**config.mk**
```make
export PLATFORM = sky130hd
export DESIGN_NAME = noc_output_arbiter_flat
export DESIGN_NICKNAME = d
export VERILOG_FILES = /design/src/rtl/noc_arb_pkg.sv /design/src/rtl/noc_output_arbiter_if.sv /design/src/rtl/noc_output_arbiter_picker.sv /design/src/rtl/noc_output_arbiter.sv /design/src/flat_wrapper.sv
export SDC_FILE = /design/constraint.sdc
export NUM_CORES = 1
export LEC_CHECK = 0
export CORE_ASPECT_RATIO = 0.75
export CORE_MARGIN = 10
export CORE_UTILIZATION = 48
export DETAILED_ROUTE_END_ITERATION = 12
export GPL_TIMING_DRIVEN = 0
export PLACE_DENSITY_LB_ADDON = 0.12
export REMOVE_ABC_BUFFERS = 1
export SLEW_MARGIN = 30
export SYNTH_ARGS = -nofsm -noshare
export SYNTH_HDL_FRONTEND = slang
export SYNTH_SLANG_ARGS = --single-unit
```
**constraint.sdc**
```tcl
create_clock -name clk_noc -period 6.1 [get_ports clk_noc]
set_input_delay 1.22 -clock clk_noc [delete_from_list [all_inputs] [get_ports clk_noc]]
set_output_delay 1.22 -clock clk_noc [all_outputs]
set_load 0.02 [all_outputs]
```
**src/rtl/noc_arb_pkg.sv**
```systemverilog
// rtl/noc_arb_pkg.sv - shared types and width helpers for the NoC output arbiter
package noc_arb_pkg;

  typedef enum logic {
    ARB_IDLE   = 1'b0,
    ARB_LOCKED = 1'b1
  } arb_state_t;

  // Credit counter must hold every value 0..depth inclusive.
  function automatic int credit_width(input int depth);
    return $clog2(depth + 1);
  endfunction

  function automatic int index_width(input int n);
    return (n > 1) ? $clog2(n) : 1;
  endfunction

endpackage

```
**src/rtl/noc_output_arbiter_if.sv**
```systemverilog
// rtl/noc_output_arbiter_if.sv - request/grant/credit bundle between router inputs and the output arbiter
interface noc_output_arbiter_if #(
  parameter int NUM_INPUTS        = 5,
  parameter int FLIT_BUFFER_DEPTH = 8
);
  localparam int CW = noc_arb_pkg::credit_width(FLIT_BUFFER_DEPTH);

  logic [NUM_INPUTS-1:0] req;
  logic [NUM_INPUTS-1:0] is_tail;
  logic                  credit_in;
  logic [NUM_INPUTS-1:0] grant;
  logic                  send_out;
  logic [CW-1:0]         credit_cnt;
  logic                  credit_err;

  modport master (
    output req, is_tail, credit_in,
    input  grant, send_out, credit_cnt, credit_err
  );

  modport slave (
    input  req, is_tail, credit_in,
    output grant, send_out, credit_cnt, credit_err
  );

endinterface

```
**src/rtl/noc_output_arbiter_picker.sv**
```systemverilog
// rtl/noc_output_arbiter_picker.sv - combinational round-robin picker searching upward from last_winner+1
module rr_priority_picker #(
  parameter int NUM_INPUTS = 5,
  parameter int IDX_W      = 3
) (
  input  logic [NUM_INPUTS-1:0] i_req,
  input  logic [IDX_W-1:0]      i_last_winner,
  output logic [NUM_INPUTS-1:0] o_pick,
  output logic                  o_valid
);

  logic [IDX_W-1:0] w_idx;

  // Offset NUM_INPUTS wraps back to last_winner itself, so it has lowest priority.
  always_comb begin
    o_pick  = '0;
    o_valid = 1'b0;
    w_idx   = '0;
    for (int off = 1; off <= NUM_INPUTS; off++) begin
      w_idx = IDX_W'((int'(i_last_winner) + off) % NUM_INPUTS);
      if (!o_valid && i_req[w_idx]) begin
        o_pick[w_idx] = 1'b1;
        o_valid       = 1'b1;
      end
    end
  end

endmodule

```
**src/rtl/noc_output_arbiter.sv**
```systemverilog
// rtl/noc_output_arbiter.sv - wormhole output arbiter with round-robin grant and downstream credits
// Optional turn masking (disable_turn port) is enabled by defining NOC_ARB_TURN_MASK_EN.
module noc_output_arbiter
  import noc_arb_pkg::*;
#(
  parameter int NUM_INPUTS        = 5,
  parameter int FLIT_BUFFER_DEPTH = 8
) (
  input  logic                  clk_noc,
  input  logic                  rst_noc_sync,
  noc_output_arbiter_if.slave   bus
`ifdef NOC_ARB_TURN_MASK_EN
  ,
  input  logic [NUM_INPUTS-1:0] disable_turn
`endif
);

  localparam int CW = credit_width(FLIT_BUFFER_DEPTH);
  localparam int IW = index_width(NUM_INPUTS);
  localparam logic [CW-1:0] FULL_CREDITS = CW'(FLIT_BUFFER_DEPTH);
  localparam logic [IW-1:0] LAST_INPUT   = IW'(NUM_INPUTS - 1);

  arb_state_t            r_state;
  arb_state_t            w_state_next;
  logic [NUM_INPUTS-1:0] r_grant;
  logic [NUM_INPUTS-1:0] w_grant_next;
  logic [IW-1:0]         r_owner;
  logic [IW-1:0]         w_owner_next;
  logic [IW-1:0]         r_last_winner;
  logic [IW-1:0]         w_last_winner_next;
  logic [CW-1:0]         r_credit_cnt;
  logic                  r_credit_err;

  logic [NUM_INPUTS-1:0] w_eligible;
  logic [NUM_INPUTS-1:0] w_pick;
  logic                  w_pick_valid;
  logic [IW-1:0]         w_pick_idx;
  logic                  w_owner_req;
  logic                  w_owner_tail;
  logic                  w_has_credit;
  logic                  w_fire;

  // Masking only gates new arbitration; an owner is tracked through r_grant regardless.
`ifdef NOC_ARB_TURN_MASK_EN
  assign w_eligible = bus.req & ~disable_turn;
`else
  assign w_eligible = bus.req;
`endif

  rr_priority_picker #(
    .NUM_INPUTS (NUM_INPUTS),
    .IDX_W      (IW)
  ) u_picker (
    .i_req         (w_eligible),
    .i_last_winner (r_last_winner),
    .o_pick        (w_pick),
    .o_valid       (w_pick_valid)
  );

  always_comb begin
    w_pick_idx = '0;
    for (int i = 0; i < NUM_INPUTS; i++) begin
      if (w_pick[i]) begin
        w_pick_idx = IW'(i);
      end
    end
  end

  assign w_owner_req  = |(bus.req & r_grant);
  assign w_owner_tail = |(bus.is_tail & r_grant);
  assign w_has_credit = (r_credit_cnt != '0);
  assign w_fire       = (r_state == ARB_LOCKED) && w_owner_req && w_has_credit && !rst_noc_sync;

  always_comb begin
    w_state_next       = r_state;
    w_grant_next       = r_grant;
    w_owner_next       = r_owner;
    w_last_winner_next = r_last_winner;
    case (r_state)
      ARB_IDLE: begin
        if (w_pick_valid) begin
          w_state_next = ARB_LOCKED;
          w_grant_next = w_pick;
          w_owner_next = w_pick_idx;
        end
      end
      ARB_LOCKED: begin
        if (w_fire && w_owner_tail) begin
          w_state_next       = ARB_IDLE;
          w_grant_next       = '0;
          w_last_winner_next = r_owner;
        end
      end
      default: begin
        w_state_next = ARB_IDLE;
        w_grant_next = '0;
      end
    endcase
  end

  always_ff @(posedge clk_noc) begin
    if (rst_noc_sync) begin
      r_state       <= ARB_IDLE;
      r_grant       <= '0;
      r_owner       <= '0;
      r_last_winner <= LAST_INPUT;
    end else begin
      r_state       <= w_state_next;
      r_grant       <= w_grant_next;
      r_owner       <= w_owner_next;
      r_last_winner <= w_last_winner_next;
    end
  end

  // A simultaneous fire and credit return cancel out; a return at full credit is an overflow.
  always_ff @(posedge clk_noc) begin
    if (rst_noc_sync) begin
      r_credit_cnt <= FULL_CREDITS;
      r_credit_err <= 1'b0;
    end else begin
      case ({w_fire, bus.credit_in})
        2'b10: r_credit_cnt <= r_credit_cnt - CW'(1);
        2'b01: begin
          if (r_credit_cnt == FULL_CREDITS) begin
            r_credit_err <= 1'b1;
          end else begin
            r_credit_cnt <= r_credit_cnt + CW'(1);
          end
        end
        default: ;
      endcase
    end
  end

  assign bus.grant      = r_grant;
  assign bus.send_out   = w_fire;
  assign bus.credit_cnt = r_credit_cnt;
  assign bus.credit_err = r_credit_err;

endmodule
```
**src/flat_wrapper.sv**
```systemverilog
// flat-port wrapper written by rule: the top's interface ports become plain ports
module noc_output_arbiter_flat import noc_arb_pkg::*;
#(
  parameter int NUM_INPUTS        = 5,
  parameter int FLIT_BUFFER_DEPTH = 8
)
  (clk_noc, rst_noc_sync, bus_req, bus_is_tail, bus_credit_in, bus_grant, bus_send_out, bus_credit_cnt, bus_credit_err);
  noc_output_arbiter_if #(.NUM_INPUTS(NUM_INPUTS), .FLIT_BUFFER_DEPTH(FLIT_BUFFER_DEPTH)) bus_i ();
  input  logic clk_noc;
  input  logic rst_noc_sync;
  input wire logic [$bits(bus_i.req)-1:0] bus_req;
  input wire logic [$bits(bus_i.is_tail)-1:0] bus_is_tail;
  input wire logic [$bits(bus_i.credit_in)-1:0] bus_credit_in;
  output wire logic [$bits(bus_i.grant)-1:0] bus_grant;
  output wire logic [$bits(bus_i.send_out)-1:0] bus_send_out;
  output wire logic [$bits(bus_i.credit_cnt)-1:0] bus_credit_cnt;
  output wire logic [$bits(bus_i.credit_err)-1:0] bus_credit_err;
  assign bus_i.req = bus_req;
  assign bus_i.is_tail = bus_is_tail;
  assign bus_i.credit_in = bus_credit_in;
  assign bus_grant = bus_i.grant;
  assign bus_send_out = bus_i.send_out;
  assign bus_credit_cnt = bus_i.credit_cnt;
  assign bus_credit_err = bus_i.credit_err;
  noc_output_arbiter #(.NUM_INPUTS(NUM_INPUTS), .FLIT_BUFFER_DEPTH(FLIT_BUFFER_DEPTH)) u_core (.clk_noc(clk_noc), .rst_noc_sync(rst_noc_sync), .bus(bus_i));
endmodule
```
Word-level counts from Yosys, hierarchy flattened

Cells that the tools add are included.
W data, S select, Z words.

Add/subtract/negate cells: 7
Divide/modulo/power cells: 5
$lt $le $gt $ge: 10
Equality and inequality tests: 6
Mux-type cells: 42
Bitwise logic cells: 7
Reduce and logical (&&, ||, !) cells: 27

Operators with widths:

| kind                    | number |
|---|---|
| $mod A32 B4 Y32 const B | 5 |
| $mux W5                 | 7 |
| $lt A3 B4 Y1 const B    | 5 |
| $or A5 B5 Y5            | 4 |
| $mux W1                 | 18 |
| $bmux W1 S3             | 5 |
| $demux W1 S3            | 5 |
| $ge A3 B1 Y1 const B    | 5 |
| $logic_and A1 B1 Y1     | 13 |
| $and A5 B5 Y5           | 2 |
| $pmux W5 S2             | 1 |
| $reduce_and A2 Y1       | 5 |
| $reduce_or A5 Y1        | 2 |
| $mux W3                 | 3 |
| $add A3 B2 Y4 const B   | 2 |
| $add A3 B3 Y4 const B   | 2 |
| $pmux W4 S2             | 1 |
| $ne A2 B2 Y1 const B    | 3 |
| $logic_not A1 Y1        | 5 |
| $add A3 B1 Y4 const B   | 1 |
| $add A4 B1 Y4 const B   | 1 |
| $eq A4 B4 Y1 const B    | 1 |
| $mux W4                 | 1 |
| $reduce_bool A4 Y1      | 1 |
| other kinds (6)         | 6 |

Register bits: 17
Word-level logic and storage cells: 110

Longest topological paths before layout

Word-level depth: 21
Mapped depth: 22
Mapped depth without buffers: 19

Modules after synthesis

From an unflattened synthesis, not the netlist that was laid out.

Cell total of the unflattened synthesis: 386
Area, all modules: 2872.8 sq um

By module, submodules not included:

| module             | times used | cells an instance | area an instance (sq um) | seq. area each (sq um) |
|---|---|---|---|---|
| rr_priority_picker | 1          | 288               | 2031.9                   | 0.0 |
| noc_output_arbiter | 1          | 98                | 840.8                    | 340.3 |

Worst setup path before layout

No wires, ideal clock.

Kind: register to register
Start: register u_core.r_last_winner[0]
End: register u_core.r_owner[0]
Library setup time: 60 ps
Data arrival time: 5600 ps
Data required time: 6040 ps
Setup slack: 440 ps
Stages on the path, launching flop included: 23
Buffers on the path: 3
Cell sequence: dfxtp_1 > clkbuf_1 > clkbuf_1 > buf_1 > inv_1 > ha_1 > clkinv_1 > ha_1 > nor2_1 > a211o_2 > and2_1 > inv_1 > ha_1 > inv_1 > o22ai_1 > o21ai_4 > mux2_2 > a221o_1 > a221oi_4 > or4b_1 > o221ai_2 > or2_1 > a32o_2

Longest elaborated chain between the ends: 21

Ends and longest elaborated chain:

| item                                                                     | RTL line                  | RTL |
|---|---|---|
| from (decl)                                                              | noc_output_arbiter.sv:29  | `logic [IW-1:0] r_last_winner;` |
| from (signal assigned)                                                   | noc_output_arbiter.sv:111 | `r_last_winner <= w_last_winner_next;` |
| parallel branches: the longest is 21 deep, another holds $mod A32 B4 Y32 | -                         |  |
| to (signal assigned)                                                     | noc_output_arbiter.sv:110 | `r_owner <= w_owner_next;` |
| to (decl)                                                                | noc_output_arbiter.sv:27  | `logic [IW-1:0] r_owner;` |

Parallel ways; which one is timed is not known. The select of a mux whose other input is x is not followed.
A chain may end at the register's enable or synchronous reset.

Worst setup path after layout

Ends and elaborated chain as after synthesis.

==> qor.csv <==
stage;metric;value;unit
status;outcome;finished clean;
clock_network;cts_hold_buf;0;
timing;setup_viol;0;
timing;worst_slack;519;ps
place;portBuffers;23;
timing;maxSlewViolCount;0;
power;p_total;418;µW
place;postPlaceCellArea;3120;µm²
worst_setup_path;cpLargestDelayFamily;compound AO/OA/AOI/OAI gates;
worst_setup_path;required;6300;ps
timing;tightest_slew;928;ps
synthesis;ys_warn_count;0;
finish;layoutNonFillerInstCount;455;
finish;final_area;3180;µm²
worst_setup_path;cp_max_fo;38;
grt;grt_pass1_wl;13.3;mm
clock_network;worstSkewPairLatency;250;ps
worst_setup_path;reg2reg_depth;19;
synthesis;syn_area;2860;µm²
synthesis;netlist_instances;368;
synthesis;synth_common_cells;nand2_1, nor2_1, ha_1;
power;ir_worst_vdd;0.000108;V
worst_setup_path;timing.rr.start;u_core.r_last_winner[0];
floorplanning;die_y;86.9;µm
place;hpwlAfterDp;5.88;mm
routing;first_iter_violations;312;
floorplanning;initial_utilization;49.4;%
routing;first_pass_iters;5;
clock_network;cts.clk_slew.worst_paths;70;ps
timing;rsz0062_at_grt;false;
timing;max_freq;179;MHz
routing;vias;2853;
clock_network;cts.htree.levels;1;
floorplanning;die_x;109;µm
clock_network;numCtsBuffers;3;
worst_setup_path;r2r-end;u_core.r_owner[0];
min_path;hold_start;u_core.bus.credit_err;
routing;post_drt_wl_per_cell;17.0;µm
clock_network;cts_resized;0;
worst_setup_path;worst-path-buf-inv;4;
place;place.gp.congestion;0.888;
min_path;hold_path_class;reg2reg;
clock_network;cts_buffer_depth;2;
worst_setup_path;cpMostUsedCell;inv_1;
place;dp.cells;451;
clock_network;cts_tree;yes;
run;cap_violations;0;
worst_setup_path;crit_path_start_kind;flip-flop;
timing;fin_crit_sh;91.5;%
worst_setup_path;path_cells;inv_1, ha_2, clkinvlp_4, ha_1, nor2_1, a211o_2, and2_1, inv_1, ha_1, inv_1, o22ai_1, o21ai_4, mux2_2, a221o_1, a221oi_4, or4b_1, o221ai_2, or2_1, a32o_2;
synthesis;yosys-top-cells-area;ha_1, dfxtp_1, mux2i_1, nand2_1, nor2_1;
synthesis;yosysMostFrequentCell;nand2_1;
synthesis;synth_top_area_share;12.7;%
min_path;whs_endpoint;u_core.bus.credit_err;
synthesis;synthFlopType;dfxtp_1;
worst_setup_path;critPathArrivalTime;5780;ps
clock_network;root_buffer;clkbuf_8;
grt;grt_max_degree;39;
timing;setup_tns;0;ps
routing;routed_wl;7.73;mm
synthesis;ys_ff_latch;17;
synthesis;syn_area_per_cell;7.77;µm²
synthesis;synth-edff-count;0;
clock_network;cts.sinks;17;
floorplanning;pin_count;24;
timing;hold_violations;0;
floorplanning;coreArea;5800;µm²
timing;relSlewSlack;38.0;%
worst_setup_path;crit_path_end_kind;flip-flop;
routing;viasPerCell;6.27;
grt;grt_antenna_before_repair;0;
grt;grt_pass1_vias;2640;
place;place_ws;48.6;ps
timing;min_period;5580;ps
power;power_leakage;1.23;nW
worst_setup_path;crit_slowest_cell;dfxtp_4;
worst_setup_path;crit_path_max_incr_delay;620;ps
worst_setup_path;path_class;reg2reg;
synthesis;async_flop_share;0;%
grt;track_usage;16.7;%
power;p_per_area;131;nW/µm²
floorplanning;num_rows;24;
synthesis;yosys.area.top_type;ha_1;
synthesis;synthDistinctLibCells;82;
routing;drc;0;
finish;final_layout_size_suffix_gt1_share;10.6;%
synthesis;ys_seq_area_share;11.9;%
worst_setup_path;rrSetupSlack;520;ps
timing;finalClockSkew;1.54;ps
floorplanning;dieArea;9480;µm²
finish;areaGrowthSynthToFinish;11.3;%
min_path;hold_depth;1;
finish;num_antenna_cells;0;
grt;globalRouteOverflowTotal;0;
finish;layout.nets;422;
clock_network;post_cts.repair.setup_buffers;0;
finish;fillers;565;
routing;ant_nets;0;
-- registers in the layout (all words and copies together) (netlist names) --
name,count
u_core.bus.credit_cnt,4
u_core.bus.credit_err,1
u_core.bus.grant,5
u_core.r_last_winner,3
u_core.r_owner,3
u_core.r_state,1
-- cell families (layout without fill, tap and decap cells) --
family	Yosys count	in the layout	synth area share (%)
compound gates	105	105	29.3
xor+xnor	10	10	3.98
fa+ha+maj	31	31	14.1
buf+inv	45	54	6.12
flops	17	17	11.9
mux	27	27	10.1
simple gates	133	133	24.5
-- metrics by stage --
step                      util [%]  hold slack [ps]
after global placement        53.7              451
after global routing          54.9              502
final                         54.9              471
after CTS                     54.6              475
after floorplan                  -              441
after detailed placement      53.8              457
-- routing by layer --
| layer | GRT usage, % | wire, µm | part of all wire [%] | up-vias |
|---|---|---|---|---|
| met3 | 3.70 | 540 | 7.0 | 2 |
| met2 | 23.9 | 3260 | 42 | 86 |
| met1 | 25.4 | 3910 | 51 | 1363 |
| met5 | 0 | 0 | 0 | - |
| met4 | 1.43 | 19 | 0.25 | 0 |
| li1 | - | - | - | 1402 |
-- where the power goes --
part / leakage (nW) / internal (mW) / switching, mW
Sequential: 0.140 / 0.127 / 0.0208
Clock: 0.0217 / 0.0460 / 0.0418
Combinational: 1.07 / 0.0854 / 0.0965
Total: 1.23 / 0.259 / 0.159
-- final cells by class --
type,instances,area (µm²),area share [%]
multi-input combinational,306,2360,74.0
sequential,17,345,10.8
timing repair buffer,23,230,7.23
inverter,27,105,3.30
tap,78,97.6,3.07
clock buffer,3,41.3,1.30
clock inverter,1,7.51,0.236
-- worst reg2reg max path, delay by kind of cell, from the launching register on --
family / cells / cell delay, ps
compound gates: 7 / 1750
buf+inv: 4 / 660
simple gates: 4 / 1010
fa+ha+maj: 3 / 1090
mux: 1 / 370
flops: 1 / 620
-- cell usage in the layout, fill, tap and decap left out, types with 3 or more instances in the layout --
cell type,synthesis,routed
a211oi_1,8,8
a21boi_0,3,3
a21oi_1,14,14
a22oi_1,6,6
a31oi_1,4,4
a32oi_1,3,3
and3_1,4,4
clkbuf_8,0,3
clkdlybuf4s50_1,0,23
dfxtp_1,17,15
ha_1,29,28
inv_1,25,25
mux2_2,6,6
mux2i_1,20,20
nand2_1,32,32
nand2b_1,7,7
nand3_1,12,12
nand3b_1,4,4
nand4_1,3,3
nor2_1,30,30
nor3_1,12,12
nor3b_1,4,4
nor4_1,5,5
nor4b_1,3,3
o21a_1,3,3
o21ai_0,17,16
o31ai_1,4,4
xnor2_1,8,8
-- how the worst max path moves through the flow --
stage	endpoint	cells past startpoint	from
CTS	u_core.r_owner[0]	19	u_core.r_last_winner[0]
finish	u_core.r_owner[0]	19	u_core.r_last_winner[0]
global placement	u_core.r_owner[0]	19	u_core.r_last_winner[0]
global route	u_core.r_owner[0]	19	u_core.r_last_winner[0]
detailed placement	u_core.r_owner[0]	18	u_core.r_last_winner[0]
floorplan	u_core.r_owner[0]	19	u_core.r_last_winner[0]
Power figures use the tool's default switching activity.
